`src/rtl/mux_arbiter4.sv`:
```
// ============================================================================
// Module   : mux_arbiter4
// Brief    : Four-requester round-robin arbiter driving a shared 4-to-1 mux.
//            Grants are held until the owner drops its request or, when
//            another requester is waiting, until MAX_HOLD beats are accepted.
// Revision : 1.0 - initial release
// ============================================================================
`default_nettype none

module mux_arbiter4 #(
    parameter int MAX_HOLD = 16
) (
    input  logic       i_Clock,
    input  logic       i_Reset,
    input  logic [3:0] i_Request,
    input  logic       i_Ready,
    output logic [3:0] o_Grant,
    output logic [1:0] o_Select,
    output logic       o_Valid,
    output logic [3:0] o_Accept
);

    // Beat counter must be at least 5 bits and wide enough to reach MAX_HOLD.
    localparam int c_CNT_W = ($clog2(MAX_HOLD + 1) > 5) ? $clog2(MAX_HOLD + 1) : 5;
    localparam logic [c_CNT_W-1:0] c_HOLD    = c_CNT_W'(MAX_HOLD);
    // With an unlimited hold the counter simply parks at all-ones.
    localparam logic [c_CNT_W-1:0] c_CNT_SAT = (MAX_HOLD == 0) ? {c_CNT_W{1'b1}} : c_HOLD;

    typedef enum logic [0:0] {
        ST_IDLE = 1'b0,
        ST_BUSY = 1'b1
    } state_t;

    state_t               r_state_q;
    logic [3:0]           r_grant_q;
    logic [1:0]           r_sel_q;
    logic [1:0]           r_ptr_q;
    logic [c_CNT_W-1:0]   r_cnt_q;

    logic [1:0]           w_srch_ptr;
    logic [3:0]           w_srch_req;
    logic [1:0]           w_idx;
    logic [1:0]           w_win;
    logic                 w_found;
    logic                 w_busy;
    logic                 w_beat;
    logic [c_CNT_W-1:0]   w_cnt_d;
    logic                 w_drop;
    logic                 w_quota;
    logic                 w_release;

    assign w_busy = (r_state_q == ST_BUSY);
    assign w_beat = w_busy && i_Ready;

    // Saturating count that includes the beat being accepted this cycle.
    assign w_cnt_d = (w_beat && (r_cnt_q != c_CNT_SAT)) ? (r_cnt_q + c_CNT_W'(1)) : r_cnt_q;

    // Owner gave up, or its quota ran out while somebody else is waiting.
    assign w_drop    = ~i_Request[r_sel_q];
    assign w_quota   = (MAX_HOLD != 0) && (w_cnt_d == c_HOLD) && (|(i_Request & ~r_grant_q));
    assign w_release = w_busy && (w_drop || w_quota);

    // Round-robin search: in BUSY it is only consumed on release, so it always
    // uses the post-release pointer and masks out the current owner.
    always_comb begin
        w_srch_ptr = r_ptr_q;
        w_srch_req = i_Request;
        if (w_busy) begin
            w_srch_ptr = r_sel_q + 2'd1;
            w_srch_req = i_Request & ~r_grant_q;
        end
        w_found = 1'b0;
        w_win   = w_srch_ptr;
        w_idx   = 2'd0;
        // Scan from farthest to nearest so the nearest set bit wins.
        for (int i = 3; i >= 0; i--) begin
            w_idx = w_srch_ptr + 2'(i);
            if (w_srch_req[w_idx]) begin
                w_found = 1'b1;
                w_win   = w_idx;
            end
        end
    end

    // Arbitration state machine with registered grant, select and pointer.
    always_ff @(posedge i_Clock) begin
        if (i_Reset) begin
            r_state_q <= ST_IDLE;
            r_grant_q <= 4'b0000;
            r_sel_q   <= 2'd0;
            r_ptr_q   <= 2'd0;
            r_cnt_q   <= '0;
        end else begin
            case (r_state_q)
                ST_IDLE: begin
                    if (w_found) begin
                        r_state_q <= ST_BUSY;
                        r_grant_q <= 4'b0001 << w_win;
                        r_sel_q   <= w_win;
                        r_cnt_q   <= '0;
                    end
                end
                ST_BUSY: begin
                    if (w_release) begin
                        r_ptr_q <= r_sel_q + 2'd1;
                        if (w_found) begin
                            r_grant_q <= 4'b0001 << w_win;
                            r_sel_q   <= w_win;
                            r_cnt_q   <= '0;
                        end else begin
                            r_state_q <= ST_IDLE;
                            r_grant_q <= 4'b0000;
                        end
                    end else begin
                        r_cnt_q <= w_cnt_d;
                    end
                end
                default: begin
                    r_state_q <= ST_IDLE;
                    r_grant_q <= 4'b0000;
                end
            endcase
        end
    end

    assign o_Grant  = r_grant_q;
    assign o_Select = r_sel_q;
    assign o_Valid  = w_busy;
    assign o_Accept = r_grant_q & {4{i_Ready}};

endmodule

`default_nettype wire

```
`config.mk`:
```
export PLATFORM = sky130hd
export DESIGN_NAME = mux_arbiter4
export DESIGN_NICKNAME = d
export VERILOG_FILES = /design/src/rtl/mux_arbiter4.sv
export SDC_FILE = /design/constraint.sdc
export NUM_CORES = 1
export LEC_CHECK = 0
export CORE_MARGIN = 1.5
export CORE_UTILIZATION = 34
export CTS_BUF_LIST = sky130_fd_sc_hd__clkbuf_2 sky130_fd_sc_hd__clkbuf_4 sky130_fd_sc_hd__clkbuf_8
export CTS_CLUSTER_DIAMETER = 40
export CTS_CLUSTER_SIZE = 25
export DETAILED_ROUTE_END_ITERATION = 6
export DONT_BUFFER_PORTS = 1
export GPL_TIMING_DRIVEN = 1
export MAX_ROUTING_LAYER = met4
export PLACE_DENSITY_LB_ADDON = 0.08
export SYNTH_ARGS = -nofsm -noshare
export SYNTH_HDL_FRONTEND = slang
export SYNTH_SLANG_ARGS = --single-unit
```
`constraint.sdc`:
```
create_clock -name i_Clock -period 2 [get_ports i_Clock]
set_input_delay 0.4 -clock i_Clock [delete_from_list [all_inputs] [get_ports i_Clock]]
set_output_delay 0.4 -clock i_Clock [all_outputs]
set_load 0.01 [all_outputs]
```
-- Word-level counts from Yosys, hierarchy flattened
Cells that the tools add are included.
- flip-flop bits (word level): 14
- input bits: 7
- output and inout port bits: 11
- logic and storage cells: 67
- $add $sub $neg: 5
- $lt $le $gt $ge: 5
- eq/ne operators: 4
- shift operators: 1
- multiplexer cells: 34
- bitwise logic cells: 5
- reductions and logical operators: 8
- operators by type and width (cell ; count):
    two-way mux 4 bit ; 4
    less-than comparator 2 x 3 -> 1 bit, second input constant ; 5
    two-way mux 5 bit ; 3
    two-way mux 2 bit ; 7
    two-way mux 1 bit ; 11
    binary-select mux 1 bit (select 2 bit) ; 5
    case mux 5 bit (2 select lines) ; 1
    bitwise AND 4 bit ; 2
    case mux 4 bit (2 select lines) ; 1
    adder 5 x 1 -> 5 bit, second input constant ; 1
    equality test 5 bit, second input constant ; 1
    != test 5 bit, second input constant ; 1
    adder 2 x 1 -> 2 bit, second input constant ; 2
    adder 2 bit, second input constant ; 2
    logical AND 1 bit ; 4
    inverter 4 bit ; 1
    case mux 2 bit (2 select lines) ; 1
    AND reduction 2 bit ; 2
    OR reduction 4 bit ; 1
    << shifter 1 x 2 -> 4 bit, first input constant ; 1
    != test 2 x 1 -> 1 bit, second input constant ; 1
    != test 2 bit, second input constant ; 1
    inverter 1 bit ; 2
    case mux 1 bit (2 select lines) ; 1
    logical OR 1 bit ; 1

-- Longest topological paths before layout
Gate-level depths: netlist of run 1.
- depth after elaboration: 13
- gate-level depth with buffers: 9
- mapped depth without buffers: 8

-- Worst setup path after synthesis of run 1
Ideal clock, no wire load.
- path type: register to register
- start point: register r_cnt_q[0]
- end point: register r_cnt_q[3]
- library setup time: 120 ps
- data arrival time: 1883 ps
- data required time: 1880 ps
- setup slack: -2 ps
- cell stages (with the launch flop): 8
- buffers on the path: 1
- period minus slack after synthesis: 2002 ps
- cells stage by stage: dfxtp_1 -> inv_1 -> ha_1 -> o41ai_4 -> a31o_4 -> buf_6 -> nor3_2 -> a211o_1
- word-level cells in the longest chain between the ends: 9
- elaborated cells between the ends (all ways): 10
- classes of those cells: 1 x add/sub; 2 x eq/ne; 3 x mux; 4 x reduce/logical
- ends and longest elaborated chain (element ; line ; RTL):
    from (decl) ; 38 ; logic [c_CNT_W-1:0] r_cnt_q;
    from (signal assigned) ; 115 ; r_cnt_q <= w_cnt_d;
    parallel branches: the longest is 2 deep, another holds adder 5 x 1 -> 5 bit ; -- ;
    two-way mux 5 bit * ; 56 ; assign w_cnt_d = (w_beat && (r_cnt_q != c_CNT_SAT)) ? (r_cnt_q + c_CNT_W'(1)) : r_cnt_q;
    equality test 5 bit ; 60 ; assign w_quota = (MAX_HOLD != 0) && (w_cnt_d == c_HOLD) && (|(i_Request & ~r_grant_q));
    logical AND 1 bit ; 60 ;
    logical OR 1 bit ; 61 ; assign w_release = w_busy && (w_drop || w_quota);
    logical AND 1 bit ; 61 ;
    two-way mux 5 bit * ; 104 ; if (w_release) begin
    case mux 5 bit (2 select lines) * ; 94 ; case (r_state_q)
Mark *: on every way between the ends.
A chain may end at the register's enable or synchronous reset.

-- Worst setup path after layout of run 1
- start point: register r_cnt_q[0]
- end point: register r_ptr_q[0]
- word-level cells in the longest chain between the ends: 8
- elaborated cells between the ends (all ways): 9
- classes of those cells: 1 x add/sub; 2 x eq/ne; 1 x mux; 5 x reduce/logical
- ends and longest elaborated chain (element ; line ; RTL):
    parallel branches: the longest is 2 deep, another holds adder 5 x 1 -> 5 bit ; -- ;
    two-way mux 5 bit * ; 56 ;
    equality test 5 bit * ; 60 ;
    logical AND 1 bit * ; 60 ;
    logical OR 1 bit * ; 61 ;
    logical AND 1 bit * ; 61 ;
    AND reduction 2 bit (no source line) * ; -- ;
    to (signal assigned) ; 105 ; r_ptr_q <= r_sel_q + 2'd1;
    to (decl) ; 37 ; logic [1:0] r_ptr_q;
Marks and branches as above.

==> impl_metrics.tcl, run 1 <==
set metrics [dict create \
    detailroute.via_count 1124 \
    clock_power_share_pct 19.7 \
    layout.core_utilization_pct 48.1 \
    fin_tns_setup_ns 0 \
    total_power_mw 0.890 \
    clock_path_buffers 2 \
    groute.usage.overall_pct 17.5 \
    clock_transition_at_the_registers_of_the_reported_paths_ns 0.10 \
    outcome "finished clean" \
    die_width_um 60.8 \
    path_max_fanout 4 \
    wire_per_inst_um 15.6 \
    finalMaxSlewViolations 0 \
    io_buffer_count 0 \
    worst_ep_required_time_ns 2.20 \
    drt.antenna.violating_nets 0 \
    number_of_global_route_vias_before_repair 983 \
    synth.yosys.seq_area_share_pct 24.6 \
    pwr-share-comb_pct 41.7 \
    synth-warning-count 0 \
    routed_wirelength_um 3080 \
    syn_area_um2 1140 \
    period_share_pct 98.6 \
    floorplan.die_area_um2 3700 \
    setup-violations-final 0 \
    io-pin-count 18 \
    total_switching_power_mw 0.328 \
    synth_top_area_share_pct 24.6 \
    antenna_found_initial 0 \
    pin_count_of_the_biggest_net_entering_global_routing 19 \
    clk_latency_ns 0.30 \
    post-dp-hpwl_um 2220 \
    ir_worst_vdd_v 0.000375 \
    postSynthNetCount 139 \
    gpl.final_weighted_congestion 0.922 \
    h-tree-depth 1 \
    criticalPathCategory "reg2reg" \
    design_area_um2 1490 \
    timing.critical_path.arrival_ns 2.17 \
    nNetsFinal 164 \
    fraction_of_final_layout_cells_sized_beyond_drive_strength_1_pct 41.2 \
    core.rowCount 20 \
    internal_power_mw 0.562 \
    detail_route.vias_per_cell 5.71 \
    synth.ff_latch_count 14 \
    antenna_cells_inserted 0 \
    static-leakage-power_nw 0.580 \
    layout-area-overhead-vs-synth_pct 31.1 \
    timing.max_cap.violations 0 \
    yosys.cell_types.count 49 \
    critPathLaunchType "flip-flop" \
    final_hold_viol_count 0 \
    slew_margin_rel_pct 64.8 \
    route.detailed.drc 0 \
    fin_worst_hold_slack_ns 0.159 \
    drt_pass_1_iters 6 \
    core_area_um2 3100 \
    cts_tree "yes" \
    post_synth_most_frequent_cells "sky130_fd_sc_hd__dfxtp_1 (14), sky130_fd_sc_hd__nand2_1 (9), sky130_fd_sc_hd__nor2_1 (8)" \
    cts_sinks 14 \
    starting_density_pct 36.7 \
    die_height_um 60.8 \
    grt_setup_unrepaired "yes" \
    synth.top_cells.by_area "sky130_fd_sc_hd__dfxtp_1 (25%), sky130_fd_sc_hd__a32o_1 (4.4%), sky130_fd_sc_hd__a211oi_2 (3.3%)" \
    synthesis.instances 130 \
    post-synth-top-count-cell "sky130_fd_sc_hd__dfxtp_1" \
    yosysTopAreaCell "sky130_fd_sc_hd__dfxtp_1" \
    max_freq_ghz 0.507 \
    dpl_cell_area_um2 1300 \
    p_per_area_nw_per_um2 597 \
    grt_overflow 0 \
    fillerInstances 302 \
    worst_reg2reg_path_length_in_cells 8 \
    cts_root_buf "sky130_fd_sc_hd__clkbuf_4" \
    ys.flop_type "sky130_fd_sc_hd__dfxtp_1" \
    tritoncts.num_buffers 3 \
    cts.hold.buffers_added 0 \
    synth-edff-count 0 \
    initialDrtViolationCount 40 \
    worst_clock_skew_ns 0.00854 \
    worst_hold_path.num_cells 1 \
    sequentialPowerShare_pct 38.6 \
    post_synth.cell_area_avg_um2 8.75 \
    min_period_ns 1.97 \
    worst_hold_path_type "in2reg" \
    switching_share_pct 36.9 \
    tightestPinTransition_ns 0.523 \
    grt_pass1_wl_um 4570 \
    endpoint_kind "flip-flop" \
    asyncSetResetFlopFracSynth_pct 0 \
]
-- cells in the final DEF (no fill, tap or decap), types with 3 or more instances in the layout --
cell type / instances
sky130_fd_sc_hd__nor3_2: 3
sky130_fd_sc_hd__a21o_1: 3
sky130_fd_sc_hd__nor2_1: 8
sky130_fd_sc_hd__clkbuf_4: 3
sky130_fd_sc_hd__and2_1: 5
sky130_fd_sc_hd__dfxtp_1: 11
sky130_fd_sc_hd__nand3_1: 5
sky130_fd_sc_hd__o21ai_0: 5
sky130_fd_sc_hd__nand2_1: 8
sky130_fd_sc_hd__nand2b_1: 5
sky130_fd_sc_hd__nor2b_1: 3
sky130_fd_sc_hd__a211oi_2: 3
sky130_fd_sc_hd__inv_2: 3
sky130_fd_sc_hd__a32o_1: 4
sky130_fd_sc_hd__dfxtp_2: 3
sky130_fd_sc_hd__a211o_1: 3
sky130_fd_sc_hd__a21oi_1: 4
sky130_fd_sc_hd__inv_1: 4
sky130_fd_sc_hd__buf_4: 22
-- worst max-delay path, cell delays in order (launching register included) --
cell	delay (ns)
sky130_fd_sc_hd__dfxtp_2	0.36
sky130_fd_sc_hd__inv_2	0.05
sky130_fd_sc_hd__ha_4	0.15
sky130_fd_sc_hd__and4bb_4	0.22
sky130_fd_sc_hd__o41ai_4	0.33
sky130_fd_sc_hd__buf_6	0.18
sky130_fd_sc_hd__nand3_4	0.09
sky130_fd_sc_hd__a21oi_4	0.18
sky130_fd_sc_hd__mux2_4	0.30
-- what timing repair did --
action / 4_1_cts / 5_1_grt
gates resized for setup: 2 / 23
endpoints found under the hold margin: 0 / 0
buffers inserted: 3 / 3
setup endpoints to repair: 10 / 10
pin swaps: 1 / 9
cloned: 0 / 1
-- flip-flops by register name, indices dropped and copies added, names as in the netlist --
signal	flops
o_Select	2
r_cnt_q	5
r_ptr_q	2
o_Grant	4
o_Valid	1
-- routing by layer --
metal | track usage (%) | routed length [um]
met3 | 2.56 | 92
met5 | - | 0
met4 | 4.66 | 38
met1 | 26.3 | 1570
met2 | 24.0 | 1380
-- through the flow --
step / setup WS, ns / std cells
final: 0.0286 / 197
after CTS: 0.0287 / 193
after detailed placement: -0.0371 / 187
after global routing: -0.0108 / 197
after floorplan: 0.000268 / 130
after global placement: -0.000996 / 187
-- path summary, 6_finish.rpt --
path / end / slack (ns) / from
worst min register to register: o_Select[1] / 0.58 / o_Select[1]
worst min-delay path: o_Valid / 0.16 / i_Reset
worst max-delay path: r_ptr_q[0] / 0.03 / r_cnt_q[0]
worst max register to register: r_ptr_q[0] / 0.03 / r_cnt_q[0]
-- kinds of logic after synthesis --
family | Yosys count | synth area share [%]
AO/OA/AOI/OAI | 43 | 34.1
XOR/XNOR | 1 | 0.770
adder cells (fa/ha/maj) | 2 | 2.20
buffers and inverters | 12 | 5.83
flip-flops | 14 | 24.6
multiplexers | 4 | 5.06
AND/OR/NAND/NOR | 54 | 27.4
-- power groups by stage --
stage	logic (mW)	clock network (mW)	registers, mW
2_1_floorplan	0.219	0	0.352
3_3_place_gp	0.313	0	0.349
3_5_place_dp	0.314	0	0.347
4_1_cts	0.329	0.174	0.341
5_1_grt	0.399	0.195	0.348
6_report	0.372	0.175	0.343
-- layout make-up --
type                            instances  area, um2  share of cell area [%]
Tap cell                               44       55.1                    3.69
Clock buffer                            3       22.5                    1.51
Sequential cell                        14        284                    19.0
Multi-Input combinational cell        105        907                    60.8
Inverter                                7       26.3                    1.76
Timing Repair Buffer                   24        196                    13.2
No activity file was read; power rests on OpenSTA's default activity.
==> inputs of run 2 (changes only) <==
--- a/config.mk
+++ b/config.mk
@@ -18,3 +18,4 @@
 export SYNTH_ARGS = -nofsm -noshare
 export SYNTH_HDL_FRONTEND = slang
 export SYNTH_SLANG_ARGS = --single-unit
+export TNS_END_PERCENT = 50
==> run 2 against run 1 <==
  * The run now ends with setup timing left
  * Final cell count up 0.51%
  * Fmax fell by 3.0%
  * Setup slack worse by 0.061 ns
  * Clock-buffer cell count unchanged
  * Critical path depth did not move
  * Die area unchanged
  * Cell area is 1.3% higher
  * Utilization is 0.65 points higher
  * Critical endpoint unchanged
  * Sequential power barely moved
  * Via count down 1.7%
  * Largest power group unchanged
  * First-iteration DRC count fell by 5.0%
  * Clock skew fell by 0.0047 ns
==> impl_metrics.tcl, run 2 (synthesis results as in run 1) <==
set metrics [dict create \
    outcome "finished with violations" \
    failed_checks "setup timing" \
    regMostFlops "r_cnt_q" \
    drt.antenna.violating_nets 0 \
    endpoint_kind "flip-flop" \
    grt_setup_unrepaired "yes" \
    clk_latency_ns 0.29 \
    route.detailed.drc 0 \
    worst_ep_required_time_ns 2.18 \
    initialDrtViolationCount 38 \
    timing.max_cap.violations 0 \
    detailroute.via_count 1105 \
    worst_clock_skew_ns 0.00383 \
    layout-area-overhead-vs-synth_pct 32.9 \
    worst_slack_ns -0.0329 \
    io_buffer_count 0 \
    post-dp-hpwl_um 2220 \
    largest_reg_flops 5 \
    tritoncts.num_buffers 3 \
    layout.core_utilization_pct 48.7 \
    clock_path_buffers 2 \
    worst_hold_path.num_cells 1 \
    clock_transition_at_the_registers_of_the_reported_paths_ns 0.09 \
    static-leakage-power_nw 0.586 \
    drt_pass_1_iters 4 \
    ir_worst_vdd_v 0.000374 \
    h-tree-depth 1 \
    antenna_cells_inserted 0 \
    finalMaxSlewViolations 0 \
    tightestPinTransition_ns 0.520 \
    regToRegSetupSlack_ns -0.03 \
    worst_r2r_endpoint "r_ptr_q[0]" \
    fin_tns_setup_ns -0.0358 \
    detail_route.vias_per_cell 5.58 \
    core.rowCount 20 \
    starting_density_pct 36.7 \
    groute.usage.overall_pct 17.1 \
    p_per_area_nw_per_um2 583 \
    grt_pass1_wl_um 4490 \
    slew_margin_rel_pct 64.9 \
    grt_overflow 0 \
    total_power_mw 0.881 \
    critPathLaunchType "flip-flop" \
    period_share_pct 102 \
    die_width_um 60.8 \
    min_period_ns 2.03 \
    cts_sinks 14 \
    nNetsFinal 165 \
    hold_path.startpoint "i_Reset" \
    gpl.final_weighted_congestion 0.922 \
    routed_wirelength_um 3050 \
    die_height_um 60.8 \
    final_hold_viol_count 0 \
    fraction_of_final_layout_cells_sized_beyond_drive_strength_1_pct 41.6 \
    floorplan.die_area_um2 3700 \
    pin_count_of_the_biggest_net_entering_global_routing 19 \
    timing.critical_path.arrival_ns 2.22 \
    holdPathEnd "o_Valid" \
    place_ws_ns -0.0371 \
    mostFrequentLayoutCells "sky130_fd_sc_hd__buf_4 (24), sky130_fd_sc_hd__dfxtp_1 (12), sky130_fd_sc_hd__nor2_1 (8), sky130_fd_sc_hd__nand2_1 (8)" \
    worst_reg2reg_path_length_in_cells 8 \
    worst_hold_path_type "in2reg" \
    cts_root_buf "sky130_fd_sc_hd__clkbuf_4" \
    path_max_fanout 3 \
    core_area_um2 3100 \
    max_freq_ghz 0.492 \
    wire_per_inst_um 15.4 \
    criticalPathCategory "reg2reg" \
    reg2reg_from "r_cnt_q[0]" \
    cts_tree "yes" \
    setup-violations-final 2 \
    io-pin-count 18 \
    number_of_global_route_vias_before_repair 957 \
    antenna_found_initial 0 \
    final_common_cell "sky130_fd_sc_hd__buf_4" \
]
==> run 2: changes by cell type in the layout (fill, tap and decap cells not counted) <==
cell and change:
sky130_fd_sc_hd__inv_4 +1, sky130_fd_sc_hd__and2_1 -1, sky130_fd_sc_hd__dfxtp_4 +1, sky130_fd_sc_hd__inv_2 -1, sky130_fd_sc_hd__and2_4 +1, sky130_fd_sc_hd__buf_4 +2, sky130_fd_sc_hd__dfxtp_2 -2, sky130_fd_sc_hd__ha_4 +1
sky130_fd_sc_hd__dfxtp_1 +1, sky130_fd_sc_hd__buf_6 -1, sky130_fd_sc_hd__ha_2 -1
==> run 2: layer usage <==
| layer | up-vias | routed length, um | share of wire, % | GRT usage, % |
|---|---|---|---|---|
| met5 | - | 0 | 0 | - |
| met4 | 0 | 23 | 0.75 | 4.66 |
| met3 | 4 | 136 | 4.5 | 2.56 |
| met2 | 29 | 1370 | 45 | 22.7 |
| met1 | 524 | 1520 | 50 | 26.5 |
| li1 | 548 | - | - | - |
==> run 2: where the power goes <==
part	internal [mW]	total [mW]	leakage, nW	switching [mW]
Clock	0.0700	0.168	0.0138	0.0980
Combinational	0.185	0.371	0.456	0.186
Sequential	0.306	0.342	0.116	0.0363
==> run 2: cell type report <==
| cell class | instances | area [um2] |
|---|---|---|
| well taps | 44 | 55.1 |
| flip-flops and latches | 14 | 285 |
| clock buffers | 3 | 22.5 |
| inverters | 7 | 28.8 |
| repair buffers | 25 | 200 |
| multi-input cells | 105 | 920 |
| fillers | 303 | 1590 |
==> run 2: timing repair <==
action,4_1_cts,5_1_grt
gates cloned,0,1
hold buffers,0,0
setup endpoints to repair,10,10
pin swaps,1,9
resized for setup,2,25
setup buffers,0,8
==> run 2: stage by stage <==
stage | hold slack (ns) | cell area (um2) | cells
finish | 0.178 | 1510 | 198
global route | 0.159 | 1510 | 198
CTS | 0.168 | 1330 | 190
detailed placement | 0.476 | 1300 | 187
global placement | 0.474 | 1300 | 187
floorplan | 0.475 | 1140 | 130
==> run 2: worst max-delay path: stages (launching register included) <==
cell	delay, ns
sky130_fd_sc_hd__dfxtp_4	0.39
sky130_fd_sc_hd__inv_4	0.04
sky130_fd_sc_hd__ha_4	0.15
sky130_fd_sc_hd__and4bb_4	0.22
sky130_fd_sc_hd__o41ai_4	0.35
sky130_fd_sc_hd__buf_4	0.20
sky130_fd_sc_hd__nand3_4	0.09
sky130_fd_sc_hd__a21oi_4	0.18
sky130_fd_sc_hd__mux2_4	0.30
==> run 2: worst max path at each step <==
stage,startpoint,to
floorplan,r_cnt_q[1],r_cnt_q[3]
global placement,r_cnt_q[0],r_ptr_q[0]
detailed placement,r_cnt_q[0],r_ptr_q[0]
CTS,r_cnt_q[0],r_cnt_q[4]
global route,r_cnt_q[0],o_Grant[1]
finish,r_cnt_q[0],r_ptr_q[0]
